$ cat src/rtl/alu_pipe.sv
// -----------------------------------------------------------------------------
// alu_pipe
// Registered, width-generic ALU driven by MIPS funct codes. Operands and
// results move through valid/ready handshakes. Single-cycle operations
// produce one result per cycle when the consumer never stalls. MULT runs an
// iterative shift-add multiplier that takes NB_DATA cycles. An opcode that is
// not in the table completes in one cycle with the error flag set.
//
// Ports
//   clk       : clock, all state changes on the rising edge
//   rst       : asynchronous reset, active low
//   i_valid   : operand/opcode valid
//   o_ready   : block accepts an operation this cycle
//   i_opcode  : operation select (MIPS funct field)
//   i_ope1    : operand A
//   i_ope2    : operand B / shift amount
//   o_valid   : result valid
//   i_ready   : consumer accepts the result
//   o_result  : result
//   o_zero    : result is zero
//   o_carry   : ADD carry-out / SUB borrow
//   o_ovf     : ADD/SUB signed overflow, MULT high half nonzero
//   o_err     : opcode was not recognised
// -----------------------------------------------------------------------------
module alu_pipe #(
    parameter int NB_DATA = 8,
    parameter int NB_OP   = 6
) (
    input  logic               clk,
    input  logic               rst,
    input  logic               i_valid,
    output logic               o_ready,
    input  logic [NB_OP-1:0]   i_opcode,
    input  logic [NB_DATA-1:0] i_ope1,
    input  logic [NB_DATA-1:0] i_ope2,
    output logic               o_valid,
    input  logic               i_ready,
    output logic [NB_DATA-1:0] o_result,
    output logic               o_zero,
    output logic               o_carry,
    output logic               o_ovf,
    output logic               o_err
);

    localparam int SW  = $clog2(NB_DATA);
    localparam int MSB = NB_DATA - 1;

    localparam logic [NB_OP-1:0] OP_ADD  = NB_OP'(6'b100000);
    localparam logic [NB_OP-1:0] OP_SUB  = NB_OP'(6'b100010);
    localparam logic [NB_OP-1:0] OP_AND  = NB_OP'(6'b100100);
    localparam logic [NB_OP-1:0] OP_OR   = NB_OP'(6'b100101);
    localparam logic [NB_OP-1:0] OP_XOR  = NB_OP'(6'b100110);
    localparam logic [NB_OP-1:0] OP_NOR  = NB_OP'(6'b100111);
    localparam logic [NB_OP-1:0] OP_SRA  = NB_OP'(6'b000011);
    localparam logic [NB_OP-1:0] OP_SRL  = NB_OP'(6'b000010);
    localparam logic [NB_OP-1:0] OP_SLL  = NB_OP'(6'b000000);
    localparam logic [NB_OP-1:0] OP_SLT  = NB_OP'(6'b101010);
    localparam logic [NB_OP-1:0] OP_MULT = NB_OP'(6'b011000);

    localparam logic [SW-1:0] CNT_LAST = SW'(NB_DATA - 1);

    typedef enum logic [1:0] {
        IDLE,
        BUSY,
        DONE
    } state_t;

    state_t               state_q;
    logic [NB_DATA-1:0]   result_q;
    logic                 zero_q;
    logic                 carry_q;
    logic                 ovf_q;
    logic                 err_q;

    logic [2*NB_DATA-1:0] mcand_q;
    logic [NB_DATA-1:0]   mplier_q;
    logic [2*NB_DATA-1:0] acc_q;
    logic [SW-1:0]        cnt_q;

    logic [NB_DATA-1:0]   res_d;
    logic                 zero_d;
    logic                 carry_d;
    logic                 ovf_d;
    logic                 err_d;
    logic [2*NB_DATA-1:0] acc_d;

    logic [NB_DATA:0]     sum;
    logic [NB_DATA:0]     diff;
    logic                 shiftBig;
    logic [SW-1:0]        shamt;
    logic                 accept;
    logic                 isMult;

    // In DONE the block can take a new operation only in the same cycle the
    // pending result leaves, so ready follows the consumer combinationally.
    assign o_ready  = (state_q == IDLE) || ((state_q == DONE) && i_ready);
    assign o_valid  = (state_q == DONE);
    assign o_result = result_q;
    assign o_zero   = zero_q;
    assign o_carry  = carry_q;
    assign o_ovf    = ovf_q;
    assign o_err    = err_q;

    assign accept = i_valid && o_ready;
    assign isMult = (i_opcode == OP_MULT);

    // Next accumulator value for one shift-add step of the multiplier.
    assign acc_d = acc_q + (mplier_q[0] ? mcand_q : '0);

    // Single-cycle ALU result and flags for the operands currently presented.
    always_comb begin
        sum      = {1'b0, i_ope1} + {1'b0, i_ope2};
        diff     = {1'b0, i_ope1} - {1'b0, i_ope2};
        // NB_DATA is a power of two, so any bit above the shift field means
        // the amount is at least NB_DATA.
        shiftBig = ((i_ope2 >> SW) != '0);
        shamt    = i_ope2[SW-1:0];
        res_d    = '0;
        carry_d  = 1'b0;
        ovf_d    = 1'b0;
        err_d    = 1'b0;
        case (i_opcode)
            OP_ADD: begin
                res_d   = sum[NB_DATA-1:0];
                carry_d = sum[NB_DATA];
                ovf_d   = (i_ope1[MSB] == i_ope2[MSB]) && (sum[MSB] != i_ope1[MSB]);
            end
            OP_SUB: begin
                res_d   = diff[NB_DATA-1:0];
                carry_d = diff[NB_DATA];
                ovf_d   = (i_ope1[MSB] != i_ope2[MSB]) && (diff[MSB] != i_ope1[MSB]);
            end
            OP_AND: res_d = i_ope1 & i_ope2;
            OP_OR:  res_d = i_ope1 | i_ope2;
            OP_XOR: res_d = i_ope1 ^ i_ope2;
            OP_NOR: res_d = ~(i_ope1 | i_ope2);
            OP_SRA: res_d = shiftBig ? {NB_DATA{i_ope1[MSB]}}
                                     : $unsigned($signed(i_ope1) >>> shamt);
            OP_SRL: res_d = shiftBig ? '0 : (i_ope1 >> shamt);
            OP_SLL: res_d = shiftBig ? '0 : (i_ope1 << shamt);
            OP_SLT: res_d = {{(NB_DATA-1){1'b0}}, ($signed(i_ope1) < $signed(i_ope2))};
            OP_MULT: res_d = '0;
            default: err_d = 1'b1;
        endcase
        zero_d = (res_d == '0);
    end

    // Control FSM together with the result/flag registers and the multiplier
    // datapath. Results are loaded only on accept or at the end of a MULT,
    // so they stay stable while the consumer stalls.
    always_ff @(posedge clk or negedge rst) begin
        if (!rst) begin
            state_q  <= IDLE;
            result_q <= '0;
            zero_q   <= 1'b0;
            carry_q  <= 1'b0;
            ovf_q    <= 1'b0;
            err_q    <= 1'b0;
            mcand_q  <= '0;
            mplier_q <= '0;
            acc_q    <= '0;
            cnt_q    <= '0;
        end else begin
            case (state_q)
                BUSY: begin
                    acc_q    <= acc_d;
                    mcand_q  <= mcand_q << 1;
                    mplier_q <= mplier_q >> 1;
                    cnt_q    <= cnt_q + 1'b1;
                    if (cnt_q == CNT_LAST) begin
                        result_q <= acc_d[NB_DATA-1:0];
                        zero_q   <= (acc_d[NB_DATA-1:0] == '0);
                        carry_q  <= 1'b0;
                        ovf_q    <= (acc_d[2*NB_DATA-1:NB_DATA] != '0);
                        err_q    <= 1'b0;
                        state_q  <= DONE;
                    end
                end
                default: begin
                    if (accept) begin
                        if (isMult) begin
                            mcand_q  <= {{NB_DATA{1'b0}}, i_ope1};
                            mplier_q <= i_ope2;
                            acc_q    <= '0;
                            cnt_q    <= '0;
                            state_q  <= BUSY;
                        end else begin
                            result_q <= res_d;
                            zero_q   <= zero_d;
                            carry_q  <= carry_d;
                            ovf_q    <= ovf_d;
                            err_q    <= err_d;
                            state_q  <= DONE;
                        end
                    end else if ((state_q == DONE) && i_ready) begin
                        state_q <= IDLE;
                    end
                end
            endcase
        end
    end

endmodule
$ cat config.mk
export PLATFORM = sky130hd
export DESIGN_NAME = alu_pipe
export DESIGN_NICKNAME = d
export VERILOG_FILES = /design/src/rtl/alu_pipe.sv
export SDC_FILE = /design/constraint.sdc
export NUM_CORES = 1
export LEC_CHECK = 0
export ABC_AREA = 0
export CAP_MARGIN = 10
export CORE_MARGIN = 4
export CORE_UTILIZATION = 50
export DETAILED_ROUTE_END_ITERATION = 6
export DONT_BUFFER_PORTS = 1
export GPL_TIMING_DRIVEN = 0
export MAX_ROUTING_LAYER = met4
export PLACE_DENSITY = 0.63
export SLEW_MARGIN = 20
export SYNTH_ARGS = -nofsm -noshare
export SYNTH_HDL_FRONTEND = slang
export SYNTH_SLANG_ARGS = --single-unit
export TNS_END_PERCENT = 30
$ cat constraint.sdc
create_clock -name clk -period 5.9 [get_ports clk]
set_input_delay 0.59 -clock clk [delete_from_list [all_inputs] [get_ports clk]]
set_output_delay 0.59 -clock clk [all_outputs]
set_load 0.005 [all_outputs]
### Yosys cells after proc, flatten, opt, wreduce, memory -nomap -nowiden

Cells that the tools add are included.

* order comparisons: 1
* shifts and indexed selects: 3
* $add $sub $neg: 4
* eq/ne operators: 19
* bitwise logic cells: 4
* multiplexer cells: 44
* reductions and logical operators: 18

Operator list (count)
* 16-bit 2-to-1 mux: 7
* 8-bit 2-to-1 mux: 10
* 8-bit case mux with 10 select lines: 1
* 6-bit == test (second input constant): 7
* 16-bit adder: 1
* 8-bit logical NOT: 2
* 1-bit 2-to-1 mux: 16
* 8-bit nonzero test: 2
* 6-bit by 2-bit == test with 1-bit output (second input constant): 2
* 2-bit 2-to-1 mux: 5
* 10-bit OR reduction: 1
* 8-bit by 8-bit adder with 9-bit output: 1
* 3-bit 2-to-1 mux: 3
* 8-bit by 8-bit subtractor with 9-bit output: 1
* 8-bit bitwise AND: 1
* 8-bit less-than comparator: 1
* 8-bit inverter: 1
* 8-bit bitwise OR: 1
* 8-bit by 3-bit left shift with 8-bit output: 1
* 8-bit by 3-bit >> shifter with 8-bit output: 1
* 8-bit by 3-bit >>> shifter with 8-bit output: 1
* 8-bit XOR: 1
* 6-bit by 5-bit == test with 1-bit output (second input constant): 1
* 6-bit logical NOT: 1
* 16 further kinds: 24

* logic and storage cells: 103
* output and inout port bits: 14
* bits of input ports: 26
* register bits: 57

### Logic depth before layout (Yosys ltp)

Gate-level depths: netlist of run 1.

* word-level depth: 7
* gate-level depth with buffers: 11

### Worst setup path after synthesis of run 1

Ideal clock, no wire load.

* path type: input to register
* start point: input port i_ope2[2]
* end point: register result_q[5], in the netlist o_result[5]
* data arrival time: 2.840 ns
* path buffers: 2
* required time: 5.782 ns
* library setup time: 0.118 ns
* stages on the path: 10
* slack: 2.942 ns
* cell sequence: clkbuf_1 > inv_2 > ha_1 > buf_2 > nor3_1 > a2111oi_0 > o221ai_1 > a2111oi_4 > a211oi_1 > a21o_1

* cells in the longest elaborated chain, start to end: 6

RTL lines
* start, declared: RTL line 35 `input logic [NB_DATA-1:0] i_ope2,`
* parallel branches: the longest is 2 deep, another holds 8-bit by 8-bit subtractor with 9-bit output
* 8-bit case mux with 10 select lines (*): RTL line 122 `case (i_opcode)`
* 8-bit 2-to-1 mux (*): RTL line 181 `if (isMult) begin`
* 8-bit 2-to-1 mux (*): RTL line 180 `if (accept) begin`
* 8-bit 2-to-1 mux (*): RTL line 164 `case (state_q)`
* end signal, assigned: RTL line 171 `result_q <= acc_d[NB_DATA-1:0];`
* end signal, assigned: RTL line 188 `result_q <= res_d;`
* end, declared: RTL line 69 `logic [NB_DATA-1:0] result_q;`

Mark *: on every way between the ends. The select of a mux whose other input is x is not followed.
A chain may end at the register's enable or synchronous reset.

### Worst setup path in the final report of run 1

* start point: register mplier_q[0]
* end point: register ovf_q, in the netlist o_ovf

* cells in the longest elaborated chain, start to end: 5

RTL lines
* start, declared: RTL line 76 `logic [NB_DATA-1:0] mplier_q;`
* start signal, assigned: RTL line 168 `mplier_q <= mplier_q >> 1;`
* start signal, assigned: RTL line 183 `mplier_q <= i_ope2;`
* 16-bit 2-to-1 mux: RTL line 108 `assign acc_d = acc_q + (mplier_q[0] ? mcand_q : '0);`
* 16-bit adder: RTL line 108
* 8-bit nonzero test: RTL line 174 `ovf_q <= (acc_d[2*NB_DATA-1:NB_DATA] != '0);`
* 1-bit 2-to-1 mux: RTL line 170 `if (cnt_q == CNT_LAST) begin`
* 1-bit 2-to-1 mux: RTL line 164
* end signal, assigned: RTL line 174
* end signal, assigned: RTL line 191 `ovf_q <= ovf_d;`
* end, declared: RTL line 72 `logic ovf_q;`

No other way between the ends. The select of a mux whose other input is x is not followed.

==> flow_summary.toml, run 1 <==
[floorplan]
start_util_pct = 51.7
rows = 37
ios = 40
die_h_um = 112
core_um2 = 10400
dieWidth_um = 112
dieArea_um2 = 12400

[clock_network]
ctsHoldBuffers = 1
cts-resized-gates = 0
htree_num_levels = 3
clockBufferDepth = 2
cts_buffers = 9
clock-sinks = 57
post-cts-setup-buffer-count = 0
worstSkewPairLatency_ps = 340
cts_tree = "built"
clk_pin_slew_ps = 70
root_buffer = "clkbuf_8"

[power]
power_leakage_nw = 2.59
powerDensity_nw_per_um2 = 304
vdd_drop_max_mv = 0.183

[timing]
fin_skew_ps = 5.07
timing.fmax_ghz = 0.287
grt_setup_unrepaired = "false"
finalSetupViolCount = 0
timing.final.ws_setup_ps = 2420
slew_headroom_pct = 50.0
drv_slew = 0
worst_slew_pin_slew_ps = 751
hold_viol_final = 0
finalCritPeriodShare_pct = 59.0
fin_setup_tns_ps = 0
min_period_ps = 3480

[worst_setup_path]
max_stage_delay_ps = 450
arrival_ps = 3680
worstPathCellList = "clkbuf_1 > and2_1 > ha_1 > fa_1 > a211oi_1 > o211ai_1 > a2111oi_0 > o21bai_1 > xnor2_1 > a41o_1 > a41oi_1"
slowest_stage = "dfrtp_1"
required_ps = 6100
startpoint_type = "register"
end_kind = "register"
r2r_slack_ps = 2420
worstSetupStartpoint = "mplier_q[0]"
path_max_fanout = 10
r2r_end = "o_ovf"
crit_type = "register to register"
r2r-start = "mplier_q[0]"
reg2reg_depth = 11

[synthesis]
synth_nets = 712
yosysUniqueCellTypes = 77
ys_warn_count = 0
synth.top_cell.area_share_pct = 26.6
synth_most_common_cell = "nand2_1"
synth-edff-count = 0
netlist_instances = 641
synth_seq_cells = 57
synthTopCellsByArea = "dfrtp_1 (27%), ha_1 (9.8%), nand2_1 (6.9%)"
async_flop_share_pct = 100
yosys-top-cells-count = "nand2_1 (99), dfrtp_1 (57), o21ai_0 (45)"
ys.flop_type = "dfrtp_1"
ys_seq_area_share_pct = 26.6
syn_area_per_cell_um2 = 8.37
syn-cell-area_um2 = 5360
yosys.area.top_type = "dfrtp_1"

[global_routing]
gr-total-overflow = 0
grt_usage_pct = 28.0
antenna_found_initial = 0
grt_pass1_wl_mm = 27.0
first_global_vias = 4872
grt_max_degree = 58

[finish]
areaGrowthSynthToFinish_pct = 7.95
drive_above_1_share_pct = 7.75
nets = 724
n_antenna_cell = 0

[routing]
num_vias = 5083
drc = 0
wl_per_cell_um = 21.4
dr.first_iter.drc_count = 506
avgViaCountPerCell = 6.40
drt-pass1-iter-count = 5
ant_nets = 0
wirelength_mm = 17.0

[place]
port_buffers = 0
globalplace.congestion = 1.02
place_ws_ps = 2410
hpwl_mm = 13.0

[hold_path]
hp-class = "input port to asynchronous set/reset pin"

[outcome]
status = "completed"

[run]
maxCapViolCount = 0
## flip-flops by register name, summed over array words and instances (netlist names)
| register | flops |
|---|---|
| state_q | 2 |
| mcand_q | 16 |
| o_err | 1 |
| acc_q | 16 |
| o_zero | 1 |
| o_carry | 1 |
| o_result | 8 |
| cnt_q | 3 |
| o_ovf | 1 |
| mplier_q | 8 |
## logic make-up after synthesis
| logic type | count (synthesis) | synth area share, % |
|---|---|---|
| compound gates | 186 | 24.3 |
| buf+inv | 68 | 5.25 |
| mux | 22 | 6.74 |
| xor+xnor | 22 | 3.59 |
| flops | 57 | 26.6 |
| fa+ha+maj | 45 | 10.9 |
| simple gates | 241 | 22.6 |
## how the worst max path moves through the flow
| stage | to | slack, ps | cells past startpoint |
|---|---|---|---|
| CTS | o_ovf | 2410 | 11 |
| global route | o_ovf | 2130 | 11 |
| floorplan | o_result[5] | 2940 | 10 |
| detailed placement | o_result[5] | 2410 | 10 |
| global placement | o_result[5] | 2430 | 10 |
| finish | o_ovf | 2420 | 11 |
## cell type report
class                           count  area (um2)
Fill cell                         979        4580
Multi-Input combinational cell    516        3660
Sequential cell                    57        1430
Tap cell                          136         170
Buffer                             37         165
Clock buffer                       11         151
Inverter                           31         116
Clock inverter                      5        77.6
Timing Repair Buffer                1        27.5
## layer usage
layer  GRT usage [%]  vias up  part of all wire, %
li1                -     2380                    -
met1            41.5     2464                   47
met2            38.4      217                   42
met3            7.83       22                  9.1
met4            4.87        0                  1.4
met5               -        -                    0
## per-stage QoR
stage	instance area (um2)	power, W	std cells	hold slack [ps]	util, %
final	5790	0.00176	794	99.4	55.8
after global routing	5790	0.00189	794	110	55.8
after CTS	5790	0.00175	794	106	55.8
after detailed placement	5530	0.00131	777	296	53.4
after global placement	5530	0.00129	777	296	53.4
after floorplan	5360	0.00111	641	294	-
## worst max-delay path: cells and delay by family (launching register included)
kind                       cells  cell delay, ps
and+or+nand+nor                1             220
AOI/OAI and AO/OA              6            1550
DFF                            1             450
adders and majority gates      2             670
xor gates and xnor gates       1             240
buffers and inverters          1             200
## cell usage in the layout, fill, tap and decap left out, types with 4 or more instances in the layout
cell / Yosys / final
o21bai_1: 5 / 5
mux4_1: 4 / 4
o22ai_1: 6 / 6
nor3_1: 21 / 21
or3_1: 5 / 5
clkbuf_1: 24 / 24
o211ai_1: 6 / 6
a22oi_1: 18 / 18
buf_2: 9 / 9
a2111oi_0: 4 / 4
mux2i_1: 11 / 11
nor4_1: 6 / 6
mux4_2: 6 / 6
ha_1: 42 / 42
a221o_1: 4 / 4
clkbuf_8: 0 / 11
inv_1: 30 / 30
a21oi_1: 26 / 26
nand4_1: 7 / 7
xor2_1: 9 / 9
o21ai_0: 45 / 45
a21o_1: 14 / 14
dfrtp_1: 57 / 57
o2111ai_1: 4 / 4
nand3_1: 10 / 10
xnor2_1: 13 / 13
and2_1: 18 / 18
nand2_1: 99 / 99
nor2b_1: 8 / 8
nand2b_1: 6 / 6
nor2_1: 37 / 37
a211oi_1: 14 / 14
## report_power, final
part	internal, W	switching (W)
clock	0.000259	0.000175
sequential	0.000512	0.0000956
combinational	0.000255	0.000462
total	0.00103	0.000733
(Power assumes the default switching activity.)
==> inputs of run 2 (changes only) <==
--- a/config.mk
+++ b/config.mk
@@ -13,7 +13,7 @@
 export DONT_BUFFER_PORTS = 1
 export GPL_TIMING_DRIVEN = 0
 export MAX_ROUTING_LAYER = met4
-export PLACE_DENSITY = 0.63
+export PLACE_DENSITY = 0.66
 export SLEW_MARGIN = 20
 export SYNTH_ARGS = -nofsm -noshare
 export SYNTH_HDL_FRONTEND = slang
==> constraint.sdc (replaced) <==
create_clock -name clk -period 2.9 [get_ports clk]
set_input_delay 0.29 -clock clk [delete_from_list [all_inputs] [get_ports clk]]
set_output_delay 0.29 -clock clk [all_outputs]
set_load 0.005 [all_outputs]
==> flow_summary.toml, run 2 (synthesis gave the netlist of run 1 again) <==
[clock_network]
clk_pin_slew_ps = 80
cts_tree = "built"
clock-sinks = 57
clockBufferDepth = 2
cts_buffers = 9
worstSkewPairLatency_ps = 340
root_buffer = "clkbuf_8"
htree_num_levels = 3

[global_routing]
grt_usage_pct = 27.8
antenna_found_initial = 0
first_global_vias = 4747
grt_max_degree = 58
gr-total-overflow = 0
grt_pass1_wl_mm = 26.7

[hold_path]
hp-class = "input port to register"
hold_depth = 2
holdPathEnd = "mplier_q[7]"
holdCritStartpoint = "i_ope2[7]"

[timing]
hold_viol_final = 0
min_period_ps = 3000
fin_skew_ps = 9.41
fin_setup_tns_ps = -167
timing.fmax_ghz = 0.333
worst_slew_pin_slew_ps = 874
timing.final.ws_setup_ps = -105
finalSetupViolCount = 2
slew_headroom_pct = 41.7
drv_slew = 0
grt_setup_unrepaired = "true"
finalCritPeriodShare_pct = 104
hold_slack_ps = 70.0

[finish]
final_common_cell = "nand2_1"
areaGrowthSynthToFinish_pct = 10.2
nets = 729
final_cell_mix = "nand2_1 (99), dfrtp_1 (56), o21ai_0 (45), ha_1 (40), nor2_1 (37)"
largestRegisters = "acc_q: 16 flops, mcand_q: 16 flops"
drive_above_1_share_pct = 10.7
fin_cells = 799
n_antenna_cell = 0

[floorplan]
rows = 37
die_h_um = 112
dieArea_um2 = 12400
dieWidth_um = 112
start_util_pct = 51.7
core_um2 = 10400
ios = 40

[power]
powerDensity_nw_per_um2 = 609
power.total_w = 0.00360
power_leakage_nw = 2.61
vdd_drop_max_mv = 0.309

[outcome]
status = "finished with violations"
violations = "setup timing"

[routing]
dr.first_iter.drc_count = 522
drt-pass1-iter-count = 5
ant_nets = 0
avgViaCountPerCell = 6.47
wirelength_mm = 16.8
num_vias = 5168
wl_per_cell_um = 21.1
drc = 0

[worst_setup_path]
r2r_slack_ps = -100
r2r_end = "o_ovf"
arrival_ps = 3200
end_kind = "register"
reg2reg_depth = 11
required_ps = 3090
r2r-start = "mplier_q[0]"
startpoint_type = "register"
path_max_fanout = 10
crit_type = "register to register"

[place]
port_buffers = 0
hpwl_mm = 12.9
globalplace.congestion = 1.00
dpl.cell_count = 777
place_ws_ps = -665

[run]
maxCapViolCount = 0
==> run 2: metrics by stage <==
stage,instance area (um2),utilization [%]
finish,5910,57.0
global route,5910,57.0
CTS,5880,56.7
detailed placement,5530,53.4
global placement,5530,53.4
floorplan,5360,-
==> run 2: worst max path at each step <==
stage | startpoint | end | slack, ps | cells after the start
2_1_floorplan | mplier_q[0] | o_ovf | 40 | 11
3_3_place_gp | mplier_q[0] | o_ovf | -690 | 11
3_5_place_dp | mplier_q[0] | o_ovf | -660 | 11
4_1_cts | mplier_q[0] | o_ovf | -50 | 11
5_1_grt | mplier_q[0] | o_ovf | -220 | 11
6_report | mplier_q[0] | o_ovf | -100 | 11
==> run 2: worst max-delay path, stage by stage, from the launching register on <==
cell and delay [ps]:
dfrtp_2 430, buf_8 140, and2_4 140, ha_4 170, fa_2 420, a211oi_4 260
o211ai_1 230, a2111oi_2 360, o21bai_1 120, xnor2_1 240, a41o_1 230, a41oi_2 130
==> run 2: report_power, final <==
group / switching (W) / total [W] / internal [W]
combinational: 0.000990 / 0.00156 / 0.000568
sequential: 0.000184 / 0.00123 / 0.00104
clock: 0.000352 / 0.000818 / 0.000466
total: 0.00153 / 0.00360 / 0.00208
==> run 2: final cells by class <==
cell class / count / area (um2)
clock buffers: 12 / 165
repair buffers: 6 / 67.6
well taps: 136 / 170
inverters: 31 / 116
clock inverters: 4 / 50.0
multi-input cells: 516 / 3740
fillers: 968 / 4460
plain buffers: 37 / 176
flip-flops and latches: 57 / 1430
==> run 2: metal layers <==
metal / vias to the layer above / wire, um / track usage [%]
met1: 2510 / 7700 / 40.7
met2: 242 / 7300 / 39.3
li1: 2396 / - / -
met4: 0 / 227 / 5.19
met5: - / 0 / -
met3: 20 / 1620 / 6.79
==> run 2: timing repair <==
| action | 4_1_cts | 5_1_grt |
|---|---|---|
| gates cloned | 0 | 0 |
| hold buffers | 2 | 0 |
| buffers inserted | 3 | 1 |
| hold endpoints to repair | 57 | 0 |
| resized for setup | 18 | 6 |
| pin swaps | 8 | 4 |
| setup endpoints to repair | 8 | 6 |
